<file path="src/rtl/note_scheduler.sv">
// note_scheduler: accepts note commands from the song reader, allocates each
// sounding note to the lowest-numbered free voice, and holds the reader off
// for the note's duration in beats when the note advances time.
module note_scheduler #(
  parameter int unsigned NUM_VOICES = 3
) (
  input  logic                      clk,
  input  logic                      reset,
  input  logic                      play_enable,
  input  logic                      beat,
  input  logic                      note_valid,
  input  logic [5:0]                note,
  input  logic [5:0]                duration,
  input  logic                      advance,
  output logic                      note_ready,
  input  logic [NUM_VOICES-1:0]     voice_done,
  output logic [NUM_VOICES-1:0]     voice_load,
  output logic [6*NUM_VOICES-1:0]   voice_note,
  output logic [6*NUM_VOICES-1:0]   voice_duration,
  output logic                      all_idle
);

  typedef enum logic [1:0] {
    IDLE,
    ALLOC,
    WAIT
  } state_t;

  state_t state, state_next;

  logic [5:0]            hold_note;
  logic [5:0]            hold_dur;
  logic                  hold_adv;
  logic [5:0]            count;
  logic [NUM_VOICES-1:0] busy;
  logic [NUM_VOICES-1:0] done_prev;
  logic [NUM_VOICES-1:0] free;
  logic [NUM_VOICES-1:0] grant;
  logic [NUM_VOICES-1:0] done_rise;
  logic                  xfer;
  logic                  alloc_fire;
  logic                  count_en;
  logic                  rest_wait;

  // Voice availability: lowest free voice as a one-hot grant, and done edges.
  always_comb begin
    free      = ~busy;
    grant     = free & (~free + NUM_VOICES'(1));
    done_rise = voice_done & ~done_prev;
  end

  // State register.
  always_ff @(posedge clk or negedge reset) begin
    if (!reset) state <= IDLE;
    else        state <= state_next;
  end

  // Next-state decode.
  always_comb begin
    state_next = state;
    unique case (state)
      IDLE: begin
        if (xfer && duration != 6'd0) begin
          if (note != 6'd0)  state_next = ALLOC;
          else if (advance)  state_next = WAIT;
        end
      end
      ALLOC: begin
        if (alloc_fire) state_next = hold_adv ? WAIT : IDLE;
      end
      WAIT: begin
        if (count_en && count == 6'd1) state_next = IDLE;
      end
      default: state_next = IDLE;
    endcase
  end

  // Output and control strobes derived from the current state.
  always_comb begin
    note_ready = (state == IDLE);
    xfer       = note_valid && note_ready;
    rest_wait  = xfer && (note == 6'd0) && (duration != 6'd0) && advance;
    alloc_fire = (state == ALLOC) && (|free);
    count_en   = (state == WAIT) && beat && play_enable;
    all_idle   = (state == IDLE) && (busy == '0);
  end

  // Command holding registers and beat counter; the counter is only ever
  // loaded with a non-zero duration, so the decrement cannot wrap.
  always_ff @(posedge clk or negedge reset) begin
    if (!reset) begin
      hold_note <= '0;
      hold_dur  <= '0;
      hold_adv  <= 1'b0;
      count     <= '0;
    end else begin
      if (xfer) begin
        hold_note <= note;
        hold_dur  <= duration;
        hold_adv  <= advance;
      end
      if (rest_wait)                  count <= duration;
      else if (alloc_fire && hold_adv) count <= hold_dur;
      else if (count_en)               count <= count - 6'd1;
    end
  end

  // Busy tracking: a load sets busy, a rising done clears it, set wins.
  always_ff @(posedge clk or negedge reset) begin
    if (!reset) begin
      busy      <= '0;
      done_prev <= '1;
    end else begin
      busy      <= (busy & ~done_rise) | (alloc_fire ? grant : '0);
      done_prev <= voice_done;
    end
  end

  // Per-voice load strobe and sticky note/duration slices.
  always_ff @(posedge clk or negedge reset) begin
    if (!reset) begin
      voice_load     <= '0;
      voice_note     <= '0;
      voice_duration <= '0;
    end else begin
      voice_load <= alloc_fire ? grant : '0;
      for (int unsigned i = 0; i < NUM_VOICES; i++) begin
        if (alloc_fire && grant[i]) begin
          voice_note[6*i +: 6]     <= hold_note;
          voice_duration[6*i +: 6] <= hold_dur;
        end
      end
    end
  end

endmodule
</file>
<file path="config.mk">
export PLATFORM = sky130hd
export DESIGN_NAME = note_scheduler
export DESIGN_NICKNAME = d
export VERILOG_FILES = /design/src/rtl/note_scheduler.sv
export SDC_FILE = /design/constraint.sdc
export NUM_CORES = 1
export LEC_CHECK = 0
export ABC_AREA = 1
export BUFFER_PORTS_ARGS = -buffer_cell sky130_fd_sc_hd__buf_2
export CORE_ASPECT_RATIO = 2
export CORE_MARGIN = 5
export CORE_UTILIZATION = 55
export CTS_CLUSTER_DIAMETER = 40
export CTS_CLUSTER_SIZE = 30
export DETAILED_ROUTE_END_ITERATION = 10
export PLACE_DENSITY_LB_ADDON = 0.1
export SYNTH_ARGS = -nofsm -noshare
export SYNTH_HDL_FRONTEND = slang
export SYNTH_SLANG_ARGS = --single-unit
export TNS_END_PERCENT = 20
</file>
<file path="constraint.sdc">
create_clock -name clk -period 2.95 [get_ports clk]
set_input_delay 0.4425 -clock clk [delete_from_list [all_inputs] [get_ports clk]]
set_output_delay 0.4425 -clock clk [all_outputs]
set_load 0.05 [all_outputs]
</file>
; Word level (Yosys, flattened, before mapping)
; Cells that the tools add are included.
[word_totals]
ff_bits = 66
output_inout_bits = 41
word_cells = 64
[op_classes]
n_addsub = 2
n_eq_ne = 7
n_mux = 11
n_bitwise = 8
n_reduce_logical = 22
[op_table]
columns = op, count
row1 = $mux 6, 3
row2 = $logic_and 1x1->1, 14
row3 = $mux 2, 6
row4 = $not 3->3, 4
row5 = $reduce_bool 6->1, 2
row6 = $and 3x3->3, 3
row7 = $eq 6x1->1 const B, 1
row8 = $logic_not 6->1, 1
row9 = $pmux 2 s3, 1
row10 = $sub 6x1->6 const B, 1
row11 = $ne 2x2->1 const B, 2
row12 = $reduce_and 4->1, 1
row13 = $add 3x1->3 const B, 1
row14 = $logic_not 3->1, 1
row15 = $mux 3, 1
row16 = $ne 3x2->1 const B, 1
row17 = $or 3x3->3, 1
row18 = $reduce_bool 3->1, 1
row19 = $reduce_or 3->1, 1
row20 = $eq 2x1->1 const B, 1
row21 = $eq 2x2->1 const B, 1
row22 = $logic_not 2->1, 1
row23 = $ne 2x1->1 const B, 1

; Longest topological paths before layout
[logic_depth]
depth_word = 6
ltp_mapped = 9

; Least setup slack after synthesis
; No wires, ideal clock.
[synth_timing]
kind = flip-flop to output port
from = register state[1]
to = output port all_idle
arrival_time_ps = 2336
required_ps = 2508
setup_slack_ps = 171
stages_incl_launch_ff = 4
n_path_buf = 0
cell_sequence = dfrtp_1 nor2_4 inv_1 nor4_1
[synth_between]
elab_chain_len = 2
[synth_rtl]
columns = element, line
row1 = start: declaration, 29  ; state_t state, state_next;
row2 = start signal: assignment, 55  ; else state <= state_next;
row3 = $logic_not 2->1, n/a
row4 = net note_ready, 15  ; output logic note_ready,
row5 = $logic_and 1x1->1, 85  ; all_idle = (state == IDLE) && (busy == '0);
row6 = end: declaration, 20  ; output logic all_idle
; The timed path passes the listed nets, and every way through them passes these cells.

; Worst setup path after layout
[layout_timing]
from = register state[1]
to = output port all_idle
[layout_between]
elab_chain_len = 2
[layout_rtl]
columns = element, line
row1 = $logic_not 2->1, 85
row2 = $logic_and 1x1->1, 85
; Every way passes these cells.

==> impl_metrics.tcl <==
set metrics [dict create \
    worstHoldPathType "in2reg" \
    initial_utilization_pct 56.81 \
    end_kind "primary output" \
    crit_type "reg2out" \
    detail_route.vias_per_cell 5.206 \
    critPathLaunchType "flop" \
    slowest_stage "dfrtp_1" \
    rr_startpoint "state[0]" \
    wl_um 6441 \
    syn_area_sq_um 2919 \
    fin_util_pct 65.89 \
    num-nets-final 403 \
    setup_viol 0 \
    vias 2296 \
    fmax_mhz 511.6 \
    crit_fanout 6 \
    grt_use_total_pct 21.24 \
    core_area_sq_um 5139 \
    synth.avg_cell_area_sq_um 9.267 \
    seq_area_frac_synth_pct 56.71 \
    peakVddDrop_uv 847.5 \
    ff2ff_path_depth 4 \
    design.die.area_sq_um 6953 \
    antenna_found_initial 0 \
    port_buffers 61 \
    outcome "complete, no violations" \
    path_cells "nor2_4 -> inv_1 -> nor4_1 -> buf_2" \
    seqCellArea_sq_um 1655 \
    drtIter0Drc 98 \
    root_buffer "clkbuf_8" \
    die_h_um 113.0 \
    max_slew_margin_pct 40.76 \
    reg2reg_to "voice_duration[14]" \
    cts_setup_buffers 0 \
    drc 0 \
    cts_hold_buffers 0 \
    ios 62 \
    fin_crit_ns 1.955 \
    slew_violations 0 \
    p_per_area_nw_per_um2 1252 \
    detail_route.wl_per_cell_um 14.61 \
    critPathRequiredTime_ns 2.51 \
    reg2reg_setup_slack_ns 1.29 \
    period_share_pct 66.26 \
    clock_path_buffers 2 \
    first_pass_iters 5 \
    diodes 0 \
    grt_overflow 0 \
    min-delay-start "voice_done[0]" \
    maxCapViolations 0 \
    p_total_w 0.004240 \
    fillers 465 \
    max_stage_delay_ns 0.44 \
    cts.sinks 66 \
    htree_levels 3 \
    grt_pass1_vias 2281 \
    area_growth_pct 15.99 \
    cts_resized 0 \
    final_common_cell "nand2_1" \
    postSynthCellCount 315 \
    arrival_ns 1.51 \
    hpwl_um 4772 \
    rows 37 \
    cts_tree "built" \
    syn_nets 338 \
    hold_depth 1 \
    clk_latency_ns 0.33 \
    numCtsBuffers 9 \
    grt_pass1_wl_um 10880 \
    rsz0062_at_grt "false" \
    clk_pin_slew_ns 0.06 \
    drive_above_1_share_pct 27.15 \
    clock_skew_ns 0.003571 \
    ys_seq_elements 66 \
    ant_nets 0 \
    finalHoldViolCount 0 \
    instances_no_fill 441 \
    ys_types 27 \
    leakagePower_nw 1.824 \
    grt_max_degree 67 \
    worst_pin_slew_ns 0.8864 \
    min_to "done_prev[0]" \
    multi_input_area_sq_um 1046 \
    dp_cells 427 \
    die_width_um 61.52 \
    yosysWarnings 0 \
    final_cell_mix "nand2_1 (86), dfrtp_1 (63), buf_2 (61)" \
    finalSetupTns_ns 0 \
    place.gp.congestion 0.9230 \
]
==> worst max-delay path, delay by kind of cell (launching register included) <==
kind / cells / cell delay, ns
and+or+nand+nor: 2 / 0.37
DFF: 1 / 0.44
buffers and inverters: 2 / 0.36
==> registers in the layout (all words and copies together), names as in the netlist, 3 cells and up <==
register and count:
hold_dur 6, voice_note 18, busy 3, voice_load 3
voice_duration 18, hold_note 6, done_prev 3, count 6
==> final cells by class <==
type                    instances  area share, %
flip-flops and latches         66          48.89
multi-input cells             202          30.89
repair buffers                 62          9.239
clock buffers                  14          4.508
inverters                      39          4.324
well taps                      58          2.143
==> Yosys cell counts <==
cell type	n	area share, %
nand2_1	86	11
dfrtp_1	63	54
inv_1	33	4.2
o21ai_1	28	4.8
nor2_1	18	2.3
o21ai_0	17	2.9
nand3_1	15	2.6
o21ai_2	12	3.6
nand4_1	8	1.7
buf_6	5	1.9
inv_2	5	0.64
buf_2	3	0.51
dfstp_2	3	2.7
ha_1	2	0.86
nand2_4	2	0.77
nand3_2	2	0.69
nor2_4	2	0.77
nor2_8	2	1.4
a21oi_1	1	0.17
clkinv_1	1	0.13
nand2_2	1	0.21
nand3_4	1	0.60
nor2_2	1	0.21
nor3_1	1	0.17
nor3_4	1	0.56
nor4_1	1	0.21
o211ai_1	1	0.26
==> metal layers <==
layer | share of wire [%] | track usage [%] | up-vias | wire [um]
met2 | 52 | 34.08 | 69 | 3361
met5 | 0 | 0 | - | 0
met1 | 37 | 24.87 | 1063 | 2414
met3 | 6.1 | 5.137 | 21 | 390
met4 | 4.3 | 12.04 | 0 | 274
li1 | - | - | 1143 | -
==> power breakdown <==
group / leakage [nW] / internal, W / switching (W)
registers: 0.834 / 0.00128 / 0.000238
clock network: 0.0766 / 0.000320 / 0.000297
logic: 0.914 / 0.000510 / 0.00160
==> worst max-delay path by stage <==
stage                     endpoint  cells past startpoint      from
finish                    all_idle                      4  state[1]
global route              all_idle                      4  state[1]
CTS                       all_idle                      4  state[1]
detailed placement        count[0]                      9   note[5]
global placement    voice_note[16]                      5  state[0]
floorplan                 all_idle                      3  state[1]
==> kinds of logic (layout without fill, tap and decap cells) <==
kind of cell | Yosys count | after routing | synth area share [%]
and+or+nand+nor | 141 | 141 | 23.23
AOI/OAI and AO/OA | 59 | 59 | 11.74
DFF | 66 | 66 | 56.71
buffers and inverters | 47 | 115 | 7.458
adders and majority gates | 2 | 2 | 0.8571
==> metrics by stage <==
stage	instance area (sq um)	hold WS [ns]	setup WS [ns]
finish	3386	0.2140	0.9954
global placement	3233	0.4600	1.362
detailed placement	3233	0.4638	1.339
global route	3386	0.1916	0.8028
floorplan	2919	0.1469	0.1712
CTS	3386	0.1932	0.9766
No activity file was read; power rests on OpenSTA's default activity.
